$ cat src/rtl/i2c_init_pkg.sv
// i2c_init_pkg: state encoding, end marker and word fields for the I2C init sequencer.
// I2C_INIT_READBACK_EN adds the read-verify states RB_START/RB_WAIT.
package i2c_init_pkg;

  localparam logic [23:0] END_MARKER = 24'hFFFFFF;

  localparam int DEV_MSB = 23;
  localparam int DEV_LSB = 16;
  localparam int REG_MSB = 15;
  localparam int REG_LSB = 8;
  localparam int DAT_MSB = 7;
  localparam int DAT_LSB = 0;

  typedef enum logic [3:0] {
    IDLE,
    PWRUP,
    FETCH,
    LOAD,
    START,
    WAIT_DONE,
    RELEASE,
    GAP,
    FINISH,
    FAIL
`ifdef I2C_INIT_READBACK_EN
    ,
    RB_START,
    RB_WAIT
`endif
  } state_e;

  function automatic logic [7:0] f_dev(input logic [23:0] w);
    return w[DEV_MSB:DEV_LSB];
  endfunction

  function automatic logic [7:0] f_reg(input logic [23:0] w);
    return w[REG_MSB:REG_LSB];
  endfunction

  function automatic logic [7:0] f_dat(input logic [23:0] w);
    return w[DAT_MSB:DAT_LSB];
  endfunction

endpackage

$ cat src/rtl/i2c_init_timer.sv
// i2c_init_timer: loadable down-counter with a zero flag.
// One instance serves the power-up delay, inter-transaction gap and timeout.
module i2c_init_timer #(
  parameter int W = 32
) (
  input  logic         clk,
  input  logic         reset_n,
  input  logic         load_i,
  input  logic [W-1:0] val_i,
  output logic         zero_o
);

  logic [W-1:0] cnt_q;

  always_ff @(posedge clk or negedge reset_n) begin
    if (!reset_n) begin
      cnt_q <= '0;
    end else if (load_i) begin
      cnt_q <= val_i;
    end else if (cnt_q != '0) begin
      cnt_q <= cnt_q - 1'b1;
    end
  end

  assign zero_o = (cnt_q == '0);

endmodule

$ cat src/rtl/i2c_init_seq.sv
// i2c_init_seq: walks a ROM table and issues one I2C write per entry with retry.
// Define I2C_INIT_READBACK_EN to read back and verify each written byte.
module i2c_init_seq
  import i2c_init_pkg::*;
#(
  parameter int  NUM_ENTRIES    = 32,
  parameter int  MAX_RETRY      = 3,
  parameter int  PWRUP_CYCLES   = 1000000,
  parameter int  GAP_CYCLES     = 200,
  parameter int  TIMEOUT_CYCLES = 2000000,
  localparam int AW             = $clog2(NUM_ENTRIES)
) (
  input  logic          clk,
  input  logic          reset_n,
  input  logic          go,
  output logic [AW-1:0] rom_addr,
  input  logic [23:0]   rom_data,
  output logic          i2c_start,
  output logic          i2c_wr,
  output logic [23:0]   i2c_data,
  input  logic          i2c_busy,
  input  logic          i2c_done,
  input  logic          i2c_error,
  input  logic [7:0]    i2c_rdata,
  output logic          running,
  output logic          init_done,
  output logic          init_error,
  output logic [AW-1:0] fail_index
);

  localparam int TW = 32;
  localparam int RW = $clog2(MAX_RETRY + 2);

  localparam logic [TW-1:0] PWRUP_LD = TW'(PWRUP_CYCLES - 1);
  localparam logic [TW-1:0] GAP_LD   = TW'(GAP_CYCLES - 1);
  localparam logic [TW-1:0] TO_LD    = TW'(TIMEOUT_CYCLES - 1);
  localparam logic [RW-1:0] MAX_R    = RW'(MAX_RETRY);
  localparam logic [AW:0]   NUM_E    = (AW + 1)'(NUM_ENTRIES);

  state_e          state_q;
  logic [AW:0]     idx_q;
  logic [RW-1:0]   retry_q;
  logic            err_q;
  logic            go_q;
  logic [AW-1:0]   rom_addr_q;
  logic            start_q;
  logic            wr_q;
  logic [23:0]     data_q;
  logic            running_q;
  logic            init_done_q;
  logic            init_error_q;
  logic [AW-1:0]   fail_q;

  logic            go_rise;
  logic            tmr_ld;
  logic [TW-1:0]   tmr_val;
  logic            tmr_zero;

`ifdef I2C_INIT_READBACK_EN
  logic            rd_q;
`else
  logic            unused_rdata;
  assign unused_rdata = ^i2c_rdata;
`endif

  assign go_rise = go & ~go_q;

  // Reloaded every cycle in the state preceding each timed state.
  always_comb begin
    tmr_ld  = 1'b0;
    tmr_val = '0;
    unique case (state_q)
      IDLE: begin
        tmr_ld  = 1'b1;
        tmr_val = PWRUP_LD;
      end
      LOAD: begin
        tmr_ld  = 1'b1;
        tmr_val = TO_LD;
      end
      RELEASE: begin
        tmr_ld  = 1'b1;
        tmr_val = GAP_LD;
`ifdef I2C_INIT_READBACK_EN
        if (!err_q && !rd_q) tmr_val = TO_LD;
`endif
      end
      default: ;
    endcase
  end

  i2c_init_timer #(
    .W (TW)
  ) u_timer (
    .clk     (clk),
    .reset_n (reset_n),
    .load_i  (tmr_ld),
    .val_i   (tmr_val),
    .zero_o  (tmr_zero)
  );

  always_ff @(posedge clk or negedge reset_n) begin
    if (!reset_n) begin
      state_q      <= IDLE;
      idx_q        <= '0;
      retry_q      <= '0;
      err_q        <= 1'b0;
      go_q         <= 1'b1;
      rom_addr_q   <= '0;
      start_q      <= 1'b0;
      wr_q         <= 1'b0;
      data_q       <= '0;
      running_q    <= 1'b0;
      init_done_q  <= 1'b0;
      init_error_q <= 1'b0;
      fail_q       <= '0;
`ifdef I2C_INIT_READBACK_EN
      rd_q         <= 1'b0;
`endif
    end else begin
      go_q <= go;
      unique case (state_q)
        IDLE: begin
          if (go_rise) begin
            state_q      <= PWRUP;
            running_q    <= 1'b1;
            init_done_q  <= 1'b0;
            init_error_q <= 1'b0;
            fail_q       <= '0;
            idx_q        <= '0;
            retry_q      <= '0;
            rom_addr_q   <= '0;
          end
        end
        PWRUP: begin
          if (tmr_zero) begin
            rom_addr_q <= idx_q[AW-1:0];
            state_q    <= FETCH;
          end
        end
        FETCH: state_q <= LOAD;
        LOAD: begin
          data_q <= rom_data;
          if (rom_data == END_MARKER) begin
            state_q <= FINISH;
          end else begin
            state_q <= START;
            start_q <= ~i2c_done;
            wr_q    <= 1'b1;
`ifdef I2C_INIT_READBACK_EN
            rd_q    <= 1'b0;
`endif
          end
        end
        START: begin
          if (i2c_busy) begin
            start_q <= 1'b0;
            state_q <= WAIT_DONE;
          end else if (tmr_zero) begin
            start_q <= 1'b0;
            err_q   <= 1'b1;
            state_q <= RELEASE;
          end else begin
            start_q <= ~i2c_done;
          end
        end
        WAIT_DONE: begin
          if (i2c_done) begin
            err_q   <= i2c_error;
            state_q <= RELEASE;
          end else if (tmr_zero) begin
            err_q   <= 1'b1;
            state_q <= RELEASE;
          end
        end
        RELEASE: begin
          if (!i2c_done) begin
            if (err_q) begin
              if (retry_q < MAX_R) begin
                retry_q <= retry_q + 1'b1;
                state_q <= GAP;
              end else begin
                state_q <= FAIL;
              end
            end else begin
`ifdef I2C_INIT_READBACK_EN
              if (!rd_q) begin
                rd_q    <= 1'b1;
                wr_q    <= 1'b0;
                start_q <= 1'b1;
                state_q <= RB_START;
              end else
`endif
              begin
                idx_q   <= idx_q + 1'b1;
                retry_q <= '0;
                state_q <= GAP;
              end
            end
          end
        end
        GAP: begin
          if (tmr_zero) begin
            if (idx_q < NUM_E) begin
              rom_addr_q <= idx_q[AW-1:0];
              state_q    <= FETCH;
            end else begin
              state_q <= FINISH;
            end
          end
        end
        FINISH: begin
          init_done_q <= 1'b1;
          running_q   <= 1'b0;
          state_q     <= IDLE;
        end
        FAIL: begin
          init_error_q <= 1'b1;
          fail_q       <= idx_q[AW-1:0];
          running_q    <= 1'b0;
          state_q      <= IDLE;
        end
`ifdef I2C_INIT_READBACK_EN
        RB_START: begin
          if (i2c_busy) begin
            start_q <= 1'b0;
            state_q <= RB_WAIT;
          end else if (tmr_zero) begin
            start_q <= 1'b0;
            err_q   <= 1'b1;
            state_q <= RELEASE;
          end else begin
            start_q <= ~i2c_done;
          end
        end
        RB_WAIT: begin
          if (i2c_done) begin
            err_q   <= i2c_error | (i2c_rdata != f_dat(data_q));
            state_q <= RELEASE;
          end else if (tmr_zero) begin
            err_q   <= 1'b1;
            state_q <= RELEASE;
          end
        end
`endif
        default: state_q <= IDLE;
      endcase
    end
  end

  assign rom_addr   = rom_addr_q;
  assign i2c_start  = start_q;
  assign i2c_wr     = wr_q;
  assign i2c_data   = data_q;
  assign running    = running_q;
  assign init_done  = init_done_q;
  assign init_error = init_error_q;
  assign fail_index = fail_q;

endmodule
$ cat config.mk
export PLATFORM = sky130hd
export DESIGN_NAME = i2c_init_seq
export DESIGN_NICKNAME = d
export VERILOG_FILES = /design/src/rtl/i2c_init_pkg.sv /design/src/rtl/i2c_init_timer.sv /design/src/rtl/i2c_init_seq.sv
export SDC_FILE = /design/constraint.sdc
export NUM_CORES = 1
export LEC_CHECK = 0
export CAP_MARGIN = 15
export CORE_ASPECT_RATIO = 1.2
export CORE_UTILIZATION = 57
export DETAILED_ROUTE_END_ITERATION = 10
export GPL_TIMING_DRIVEN = 0
export PLACE_DENSITY = 0.9
export SYNTH_ARGS = -nofsm -noshare
export SYNTH_HDL_FRONTEND = slang
export SYNTH_HIERARCHICAL = 1
export SYNTH_SLANG_ARGS = --single-unit
export TNS_END_PERCENT = 1
$ cat constraint.sdc
create_clock -name clk -period 10.2 [get_ports clk]
set_input_delay 1.53 -clock clk [delete_from_list [all_inputs] [get_ports clk]]
set_output_delay 1.53 -clock clk [all_outputs]
set_load 0.01 [all_outputs]
== Yosys cells after proc, flatten, opt, wreduce, memory -nomap -nowiden ==
Index checks and enable logic that the tools add are counted.
Word-level totals
  input bits: 38
  flip-flop bits (word level): 86
Operators by class
  equal/unequal tests: 19
  order comparisons: 2
  bitwise operators: 4
  muxes and demuxes: 44
  add/sub/neg operators: 3
  reduce and logical (&&, ||, !) cells: 23
Operator list (number)
  $mux 32: 2
  $pmux 21 s3: 1
  $mux 4: 11
  $logic_not 32->1: 1
  $pmux 4 s8: 1
  $reduce_bool 32->1: 1
  $sub 32x1->32 const B: 1
  $eq 24x24->1 const B: 1
  $mux 5: 4
  $mux 6: 3
  $eq 4x3->1 const B: 4
  $ne 2x2->1 const B: 8
  $pmux 5 s3: 1
  $reduce_bool 2->1: 7
  $mux 3: 4
  $pmux 6 s2: 1
  $reduce_and 2->1: 6
  $reduce_and 4->1: 3
  $pmux 1 s2: 5
  $pmux 5 s2: 1
  $mux 1: 9
  $eq 4x2->1 const B: 2
  $eq 4x4->1 const B: 2
  $add 6x1->6 const B: 1
  13 further kinds: 15

== Longest topological paths before layout ==
Gate-level depths: netlist of run 1.
  depth in word-level cells: 5
  gate-level depth with buffers: 11
  depth with buffers taken out: 9

== Cells and area by module ==
The synthesis of run 1 kept the hierarchy.
Modules (own cells, without submodules)
  i2c_init_seq: cells an instance 283, instances 1, sequential area each 1352.5 um^2, area an instance 2543.7 um^2
  i2c_init_timer: cells an instance 202, instances 1, sequential area each 800.8 um^2, area an instance 1861.8 um^2

== Least setup slack after synthesis of run 1 ==
No wires, ideal clock.
  path type: flip-flop to flip-flop
  start point: register u_timer.cnt_q[0]
  end point: register state_q[1]
  path slack: 6.948 ns
  clock period less this slack: 3.252 ns
  cell stages (with the launch flop): 12
  arrival: 3.172 ns
  data required time: 10.121 ns
  cell sequence: dfrtp_1 -> inv_1 -> ha_1 -> or3b_2 -> clkbuf_1 -> or4_4 -> buf_6 -> nor3_1 -> nand2b_1 -> a2111oi_0 -> o31ai_1 -> mux2i_1
Between the ends
  word-level cells in the longest chain between the ends: 4
RTL lines
  start, declared: line i2c_init_timer.sv:13  | logic [W-1:0] cnt_q;
  start signal, assigned: line i2c_init_timer.sv:19  | cnt_q <= val_i;
  start signal, assigned: line i2c_init_timer.sv:21  | cnt_q <= cnt_q - 1'b1;
  $logic_not 32->1 (*): line i2c_init_timer.sv:25  | assign zero_o = (cnt_q == '0);
  net tmr_zero: line i2c_init_seq.sv:57  | logic tmr_zero;
  $mux 4
  $mux 4, on equally long branches
  $pmux 4 s8
  end signal, assigned: line i2c_init_seq.sv:104  | state_q <= IDLE;
  end signal, assigned: line i2c_init_seq.sv:125  | state_q <= PWRUP;
  end signal, assigned: line i2c_init_seq.sv:138  | state_q <= FETCH;
  end, declared: line i2c_init_seq.sv:40  | state_e state_q;
Mark *: on every way through the listed nets, which the timed path passes. The rest lies on a longest branch.
A chain may end at the register's enable or synchronous reset.

== Final worst setup path of run 1 ==
Ends and elaborated chain as after synthesis.

==> flow_summary.toml, run 1 <==
[critical_path]
regToRegSetupSlack_ps = 6090
r2r_cells = 11
cpPeakStageDelay_ps = 760
endpoint_kind = "register"
startpoint_type = "register"
crit_fanout = 9
worstPathCellList = "inv_1 -> ha_1 -> or3b_2 -> clkbuf_1 -> or4_4 -> buf_6 -> nor3_1 -> nand2b_1 -> a2111oi_0 -> o31ai_1 -> mux2i_1"
crit_slowest_cell = "nor3_1"
worstReg2RegStart = "u_timer/cnt_q[0]"
cpLargestDelayFamily = "simple AND/OR/NAND/NOR gates"
r2r_end = "state_q[1]"
cp.required_ps = 10450
crit_arrival_ps = 4360
crit_type = "reg -> reg"
path_buf_inv = 3

[routing]
drc_errors = 0
wl_per_cell_um = 15.7
routed-via-count = 3868
wl_mm = 10.6
vias_per_cell = 5.74
ant_nets = 0
drt_iter0_markers = 219
dr.pass1.iters = 5

[placed_design]
portBuffers = 68
place.gp.congestion = 0.905
dpl.cell_count = 658
hpwlAfterDp_mm = 7.55
placedInstanceArea_sq_um = 5280

[hold_path]
hold_start = "i2c_data[12]"
hold_class = "reg -> reg"
hold_depth = 2
hold_end = "i2c_data[12]"

[clock_tree]
clock_latency_ps = 350
clock-sinks = 86
postCtsSetupBuffers = 0
cts-root-buf = "clkbuf_8"
cts_max_level = 3
ctsResizeCount = 0
clkTransAtPathRegs_ps = 90
cts_buffer_depth = 2
tritoncts = "done"
postCtsHoldBufs = 0
numCtsBuffers = 9

[timing]
period_share_pct = 40.3
setup_viol = 0
fmax_mhz = 243
worst-slew-pin-transition_ps = 1070
rsz0062_at_grt = "false"
setup_tns_ps = 0
slew_headroom_pct = 28.1
slew_viol_final = 0
hold_violations = 0
min_period_ps = 4110
fin_worst_skew_ps = 9.58

[finish]
final_common_cell = "nand2_1"
syn_to_final_growth_pct = 24.6
final_layout_size_suffix_gt1_share_pct = 7.71
finalNonFillerCells = 674
nNetsFinal = 620
final_cell_mix = "nand2_1, dfrtp_1, clkdlybuf4s50_1"
fill_cells = 534
final_area_sq_um = 5490
antenna_cells = 0
final_util_pct = 74.6
multi_input_area_sq_um = 2130
ff_latch_area_sq_um = 2150

[global_routing]
grt_use_total_pct = 29.1
grt_max_degree = 51
grt_pass1_vias = 3869
antenna_found_initial = 0
grt_pass1_wl_mm = 17.9
grt_overflow = 0

[power_and_ir_drop]
p_leak_uw = 0.00237
ir_drop_mv = 0.184
p_per_area_nw_per_um2 = 303

[logic_synthesis]
synth.ff_latch_count = 86
synth_compound_gate_area_share_pct = 10.7
avgSynthCellArea_sq_um = 9.08
yosys.area_share.xor_xnor_pct = 5.57
seq_area_frac_synth_pct = 48.9
synth_top_family_by_area = "simple AND/OR/NAND/NOR gates"
synth_edf_count = 0
ys_warn_count = 6
synthAdderAreaFrac_pct = 0.852
synthesis.instances = 485
yosys.cell_types.count = 57
async_flop_share_pct = 100
synthFlopType = "dfrtp_1"
synth_area_sq_um = 4410
synthMuxAreaShare_pct = 3.07
synth-simple-area-share_pct = 26.9

[outcome]
status = "finished, final reports clean"

[die]
initial_core_util_pct = 59.9
die_x_um = 82.3
die_h_um = 98.3
rows = 34
coreArea_sq_um = 7360
pin_count = 77
dieArea_sq_um = 8090

[run]
maxCapViolCount = 0
routing by layer:
metal | GRT usage (%) | up-vias | share of wire (%)
met3 | 7.29 | 31 | 5.9
li1 | - | 1843 | -
met5 | 0 | - | 0
met1 | 36.2 | 1867 | 42
met2 | 47.5 | 127 | 49
met4 | 11.9 | 0 | 2.8
through the flow:
stage | worst slack [ps] | power (uW) | hold slack, ps
5_1_grt | 5800 | 1780 | 516
3_5_place_dp | 6350 | 1390 | 461
2_1_floorplan | 6950 | 1090 | 456
3_3_place_gp | 4570 | 1350 | 453
6_report | 6090 | 1660 | 482
4_1_cts | 6170 | 1660 | 484
cell families (layout without fill, tap and decap cells):
logic type	after synthesis	in the layout
AND/OR/NAND/NOR	246	246
flip-flops	86	86
AO/OA/AOI/OAI	69	69
buffers and inverters	39	124
XOR/XNOR	28	28
multiplexers	13	13
adder cells (fa/ha/maj)	3	3
other	1	15
power breakdown:
part	internal, uW	total [uW]	leakage (uW)	switching [uW]
sequential	481	593	0.00108	112
clock	138	258	0.000106	121
combinational	357	813	0.00118	456
total	976	1660	0.00237	689
worst reg2reg max path: cells and delay by family (launching register included):
family / cells / cell delay (ps)
AND/OR/NAND/NOR: 4 / 1840
adder cells (fa/ha/maj): 1 / 190
flip-flops: 1 / 410
multiplexers: 1 / 230
AO/OA/AOI/OAI: 2 / 910
buffers and inverters: 3 / 440
area by class of cell:
class	instances	share of cell area (%)
clock buffer	10	2.32
inverter	15	1.03
clock inverter	6	1.57
sequential	86	39.2
tap	90	2.05
timing repair buffer	69	12.9
multi-input combinational	374	38.8
buffer	24	2.16
state kept, by name, summed over array words and instances (netlist names), 3 cells and up:
name / cells
idx_q: 6
state_q: 4
rom_addr: 5
u_timer/cnt_q: 32
i2c_data: 24
fail_index: 5
retry_q: 3
Yosys cell counts, types with 2 or more instances:
cell type  number  area, sq um
a21o_1          2         15.0
a21oi_1        11         55.1
a221o_1         2         20.0
and2_1          2         12.5
and3_1          2         12.5
buf_2           8         40.0
buf_6           2         22.5
clkbuf_1       13         48.8
dfrtp_1        85         2130
ha_1            3         37.5
inv_1          10         37.5
inv_2           5         18.8
mux2_1          2         22.5
mux2_2          2         22.5
mux2i_1         9         90.1
nand2_1       136          510
nand2b_1        5         31.3
nand3_1        11         55.1
nand4_1        12         75.1
nor2_1         21         78.8
nor2b_1         6         37.5
nor3_1         14         70.1
nor3b_1         2         15.0
nor4_1          8         50.1
nor4b_1         3         26.3
o21ai_0        15         75.1
o21ai_1         5         25.0
o221ai_2        2         30.0
o31ai_1        23          173
or2_1           2         12.5
or2_2           2         12.5
or3_1           3         18.8
or4_1           7         52.6
xnor2_1        16          140
xor2_1         12          105
worst max-delay path by stage:
stage | end | slack [ps] | from | cells past startpoint
after global routing | state_q[1] | 5800 | u_timer/cnt_q[21] | 7
after global placement | err_q | 4570 | reset_n | 1
after CTS | state_q[1] | 6170 | u_timer/cnt_q[0] | 11
after floorplan | state_q[1] | 6950 | u_timer/cnt_q[0] | 11
after detailed placement | state_q[1] | 6350 | u_timer/cnt_q[0] | 11
final | state_q[1] | 6090 | u_timer/cnt_q[0] | 11
Note: power is estimated with default switching activity, not from simulation.
==> run 2, diff against run 1 <==
--- a/config.mk
+++ b/config.mk
@@ -7,10 +7,10 @@
 export LEC_CHECK = 0
 export CAP_MARGIN = 15
 export CORE_ASPECT_RATIO = 1.2
-export CORE_UTILIZATION = 57
+export CORE_UTILIZATION = 53
 export DETAILED_ROUTE_END_ITERATION = 10
 export GPL_TIMING_DRIVEN = 0
-export PLACE_DENSITY = 0.9
+export PLACE_DENSITY = 0.85
 export SYNTH_ARGS = -nofsm -noshare
 export SYNTH_HDL_FRONTEND = slang
 export SYNTH_HIERARCHICAL = 1
==> constraint.sdc (replaced) <==
create_clock -name clk -period 3.8 [get_ports clk]
set_input_delay 0.57 -clock clk [delete_from_list [all_inputs] [get_ports clk]]
set_output_delay 0.57 -clock clk [all_outputs]
set_load 0.01 [all_outputs]
==> run 2 against run 1 <==
Highest routed layer unchanged; global-route usage down 2.6 points; clock skew decreased by 3.3 ps; via count decreased by 0.80%; core utilization shrank 6.4 points.
==> flow_summary.toml, run 2 (synthesized netlist as in run 1, its figures left out) <==
[finish]
multi_input_area_sq_um = 2140
regMostFlops = "u_timer/cnt_q"
final_layout_size_suffix_gt1_share_pct = 7.72
final_cell_mix = "nand2_1, dfrtp_1, clkdlybuf4s50_1"
syn_to_final_growth_pct = 25.6
final_area_sq_um = 5530
finalNonFillerCells = 678
final_common_cell = "nand2_1"
fill_cells = 636
antenna_cells = 0
largest_register_ffs = 32
nNetsFinal = 620
ff_latch_area_sq_um = 2150

[critical_path]
startpoint_type = "register"
crit_slowest_cell = "nor4_1"
r2r_end = "state_q[1]"
crit_arrival_ps = 3770
cp.required_ps = 4080
endpoint_kind = "register"
regToRegSetupSlack_ps = 310
worstReg2RegStart = "u_timer/cnt_q[22]"
cpPeakStageDelay_ps = 990
worstPathCellList = "nor4_1 -> nand4_1 -> nor3_4 -> nand2b_1 -> a2111oi_1 -> o31ai_1 -> mux2i_1"
crit_fanout = 8
r2r_cells = 7
crit_type = "reg -> reg"

[power_and_ir_drop]
p_per_area_nw_per_um2 = 818
power.share.combinational_pct = 48.0
switchingPower_uw = 1830
p_leak_uw = 0.00240
netSwitchingFraction_pct = 40.4
pwr-share-seq_pct = 35.2
ir_drop_mv = 0.395
power.internal_uw = 2700
p_clk_share_pct = 16.9

[timing]
worst-slew-pin-transition_ps = 1170
hold_violations = 0
period_share_pct = 91.8
slew_headroom_pct = 21.3
min_period_ps = 3490
rsz0062_at_grt = "false"
whs_ps = 83.7
fin_worst_skew_ps = 6.24
setup_viol = 0
fmax_mhz = 287
slew_viol_final = 0

[placed_design]
dpl.cell_count = 663
placedInstanceArea_sq_um = 5280
place.gp.congestion = 0.875
hpwlAfterDp_mm = 7.43
portBuffers = 68

[clock_tree]
clock-sinks = 86
clock_latency_ps = 360
tritoncts = "done"
cts_max_level = 3
postCtsHoldBufs = 0
cts-root-buf = "clkbuf_8"
cts_buffer_depth = 2
numCtsBuffers = 9
clkTransAtPathRegs_ps = 80

[die]
pin_count = 77
die_h_um = 102
dieArea_sq_um = 8680
die_x_um = 85.2
initial_core_util_pct = 54.3
rows = 36
coreArea_sq_um = 8110

[routing]
routed-via-count = 3837
wl_mm = 10.5
ant_nets = 0
dr.pass1.iters = 4
wl_per_cell_um = 15.5
drc_errors = 0
vias_per_cell = 5.66
drt_iter0_markers = 220

[global_routing]
antenna_found_initial = 0
grt_overflow = 0
grt_max_degree = 68
grt_pass1_vias = 3911
grt_use_total_pct = 26.5
grt_pass1_wl_mm = 17.9

[outcome]
status = "finished, final reports clean"

[hold_path]
hold_class = "in -> async"

[run]
maxCapViolCount = 0
## run 2: worst max path at each step
| stage | depth (start not counted) | end | start | slack, ps |
|---|---|---|---|---|
| floorplan | 11 | state_q[1] | u_timer/cnt_q[0] | 550 |
| global placement | 1 | i2c_start | reset_n | -890 |
| detailed placement | 11 | state_q[1] | u_timer/cnt_q[0] | -70 |
| CTS | 11 | state_q[1] | u_timer/cnt_q[0] | 210 |
| global route | 7 | state_q[1] | u_timer/cnt_q[22] | 180 |
| finish | 7 | state_q[1] | u_timer/cnt_q[22] | 310 |
## run 2: routing by layer
metal / GRT usage [%] / share of wire, %
met3: 5.90 / 5.6
met5: 0 / 0
met4: 12.4 / 2.2
met1: 32.7 / 43
met2: 44.6 / 49
## run 2: power by group through the flow
| stage | Clock [uW] | Combinational (uW) | Sequential, uW |
|---|---|---|---|
| 2_1_floorplan | 0 | 1300 | 1620 |
| 5_1_grt | 810 | 2400 | 1640 |
| 3_3_place_gp | 0 | 2060 | 1570 |
| 4_1_cts | 777 | 2160 | 1590 |
| 3_5_place_dp | 0 | 2140 | 1600 |
| 6_report | 765 | 2170 | 1590 |
## run 2: final cells by class
| class | count | area share [%] |
|---|---|---|
| buffer | 24 | 2.15 |
| clock buffer | 11 | 2.56 |
| clock inverter | 4 | 1.72 |
| inverter | 15 | 1.02 |
| multi-input combinational | 374 | 38.7 |
| sequential | 86 | 38.9 |
| tap | 95 | 2.15 |
| timing repair buffer | 69 | 12.8 |
## run 2: through the flow
step / total power (uW) / utilization (%) / setup slack, ps / setup TNS [ps]
floorplan: 2930 / - / 548 / 0
global placement: 3640 / 64.8 / -889 / -75180
detailed placement: 3740 / 65.2 / -67.6 / -67.6
CTS: 4530 / 68.1 / 207 / 0
global route: 4860 / 68.2 / 179 / 0
finish: 4530 / 68.2 / 311 / 0
## run 2: what timing repair did
| item | 4_1_cts | 5_1_grt |
|---|---|---|
| endpoints found under the setup margin | 2 | 1 |
| pin swaps | 0 | 0 |
| gates cloned | 0 | 0 |
| buffers inserted | 0 | 0 |
| resized for setup | 1 | 2 |
## run 2: critical path: cells and delay by family, from the launching register on
kind | cells | cell delay (ps)
AO/OA/AOI/OAI | 2 | 710
AND/OR/NAND/NOR | 4 | 2130
multiplexers | 1 | 150
flip-flops | 1 | 400
==> run 3, diff against run 2 <==
--- a/config.mk
+++ b/config.mk
@@ -7,6 +7,7 @@
 export LEC_CHECK = 0
 export CAP_MARGIN = 15
 export CORE_ASPECT_RATIO = 1.2
+export CORE_MARGIN = 2
 export CORE_UTILIZATION = 53
 export DETAILED_ROUTE_END_ITERATION = 10
 export GPL_TIMING_DRIVEN = 0
==> run 3 against run 2 <==
Wire length decreased by 1.8%; global-route usage decreased by 1.6 points; core utilization decreased by 0.60 points; largest cell class unchanged; clock skew about the same; combinational power about the same.
==> flow_summary.toml, run 3 (synthesized netlist as in run 1, its figures left out) <==
[finish]
final_cell_mix = "nand2_1, dfrtp_1, clkdlybuf4s50_1"
finalNonFillerCells = 679
regMostFlops = "u_timer/cnt_q"
final_layout_size_suffix_gt1_share_pct = 8.05
largest_register_ffs = 32
antenna_cells = 0
final_common_cell = "nand2_1"
nNetsFinal = 620
syn_to_final_growth_pct = 24.5

[timing]
hold_violations = 0
fmax_mhz = 279
whs_ps = 169
min_period_ps = 3590
setup_viol = 0
rsz0062_at_grt = "false"
slew_headroom_pct = 24.3
slew_viol_final = 0
fin_worst_skew_ps = 6.60
worst-slew-pin-transition_ps = 1120
period_share_pct = 94.5
fin_ws_ps = 211

[routing]
routed-via-count = 3775
vias_per_cell = 5.56
ant_nets = 0
dr.pass1.iters = 4
routed.top_layer = "met4"
drt_iter0_markers = 254
wl_met3_um = 739
wl_mm = 10.3
dr_wl_met2_mm = 5.15
drt-met1-wl_mm = 4.23
drc_errors = 0
wl_per_cell_um = 15.2

[placed_design]
dpl.cell_count = 663
place.gp.congestion = 0.846
hpwlAfterDp_mm = 7.59
pre_cts_ws_ps = -113
portBuffers = 68

[global_routing]
grt_overflow = 0
grt_pass1_wl_mm = 17.9
grt_max_degree = 51
antenna_found_initial = 0
grt_use_total_pct = 24.9
grt_pass1_vias = 3855

[clock_tree]
cts-root-buf = "clkbuf_8"
cts_max_level = 3
clkTransAtPathRegs_ps = 90
cts_buffer_depth = 2
ctsResizeCount = 1
clock_latency_ps = 370
postCtsSetupBuffers = 0
tritoncts = "done"
postCtsHoldBufs = 0
clock-sinks = 86
numCtsBuffers = 9

[die]
dieArea_sq_um = 9060
die_x_um = 87.2
coreArea_sq_um = 8110
die_h_um = 104
pin_count = 77
initial_core_util_pct = 54.3
rows = 36

[critical_path]
crit_arrival_ps = 3880
worstReg2RegStart = "u_timer/cnt_q[0]"
cp.required_ps = 4090
crit_fanout = 9
crit_type = "reg -> reg"
startpoint_type = "register"
endpoint_kind = "register"
cpPeakStageDelay_ps = 600
worstPathCellList = "inv_1 -> ha_1 -> or3b_2 -> clkbuf_1 -> or4_4 -> buf_6 -> nor3_2 -> nand2b_1 -> a2111oi_0 -> o31ai_1 -> mux2i_1"
cp-startpoint = "u_timer/cnt_q[0]"
crit_slowest_cell = "a2111oi_0"

[power_and_ir_drop]
p_leak_uw = 0.00237
finalPower_uw = 4370
p_per_area_nw_per_um2 = 798
ir_drop_mv = 0.475

[hold_path]
hold_class = "in -> async"

[run]
maxCapViolCount = 0

[outcome]
status = "finished, final reports clean"
-- run 3: final timing paths --
| kind | slack (ps) | cells past startpoint | endpoint |
|---|---|---|---|
| max | 210 | 11 | state_q[1] |
| min | 170 | 1 | u_timer/cnt_q[20] |
| max reg2reg | 210 | 11 | state_q[1] |
| min reg2reg | 480 | 2 | i2c_data[20] |
| max in group asynchronous | 2980 | 2 | go_q |
| min in group clk | 480 | 2 | i2c_data[20] |
-- run 3: power by group --
part,switching [uW],internal [uW]
logic,1190,959
registers,292,1290
clock network,342,306
-- run 3: area by class of cell --
type / count / area [sq um]
inverters: 15 / 56.3
multi-input cells: 374 / 2130
well taps: 95 / 119
fillers: 648 / 2630
clock inverters: 7 / 71.3
plain buffers: 24 / 119
repair buffers: 69 / 706
flip-flops and latches: 86 / 2150
clock buffers: 9 / 124
-- run 3: worst max-delay path, delay by kind of cell, from the launching register on --
family | cells | cell delay, ps
adder cells (fa/ha/maj) | 1 | 200
flip-flops | 1 | 400
AND/OR/NAND/NOR | 4 | 1570
buffers and inverters | 3 | 430
multiplexers | 1 | 140
AO/OA/AOI/OAI | 2 | 780
-- run 3: layer usage --
metal	GRT usage, %	up-vias
li1	-	1850
met1	31.3	1789
met2	40.6	122
met3	6.75	14
met4	9.56	0
met5	0	-
-- run 3: per-stage QoR --
| stage | TNS (ps) | util (%) | instance area [sq um] |
|---|---|---|---|
| after floorplan | 0 | - | 4460 |
| after global placement | -79680 | 64.8 | 5260 |
| after detailed placement | -113 | 65.2 | 5280 |
| after CTS | 0 | 67.6 | 5480 |
| after global routing | 0 | 67.6 | 5480 |
| final | 0 | 67.6 | 5480 |
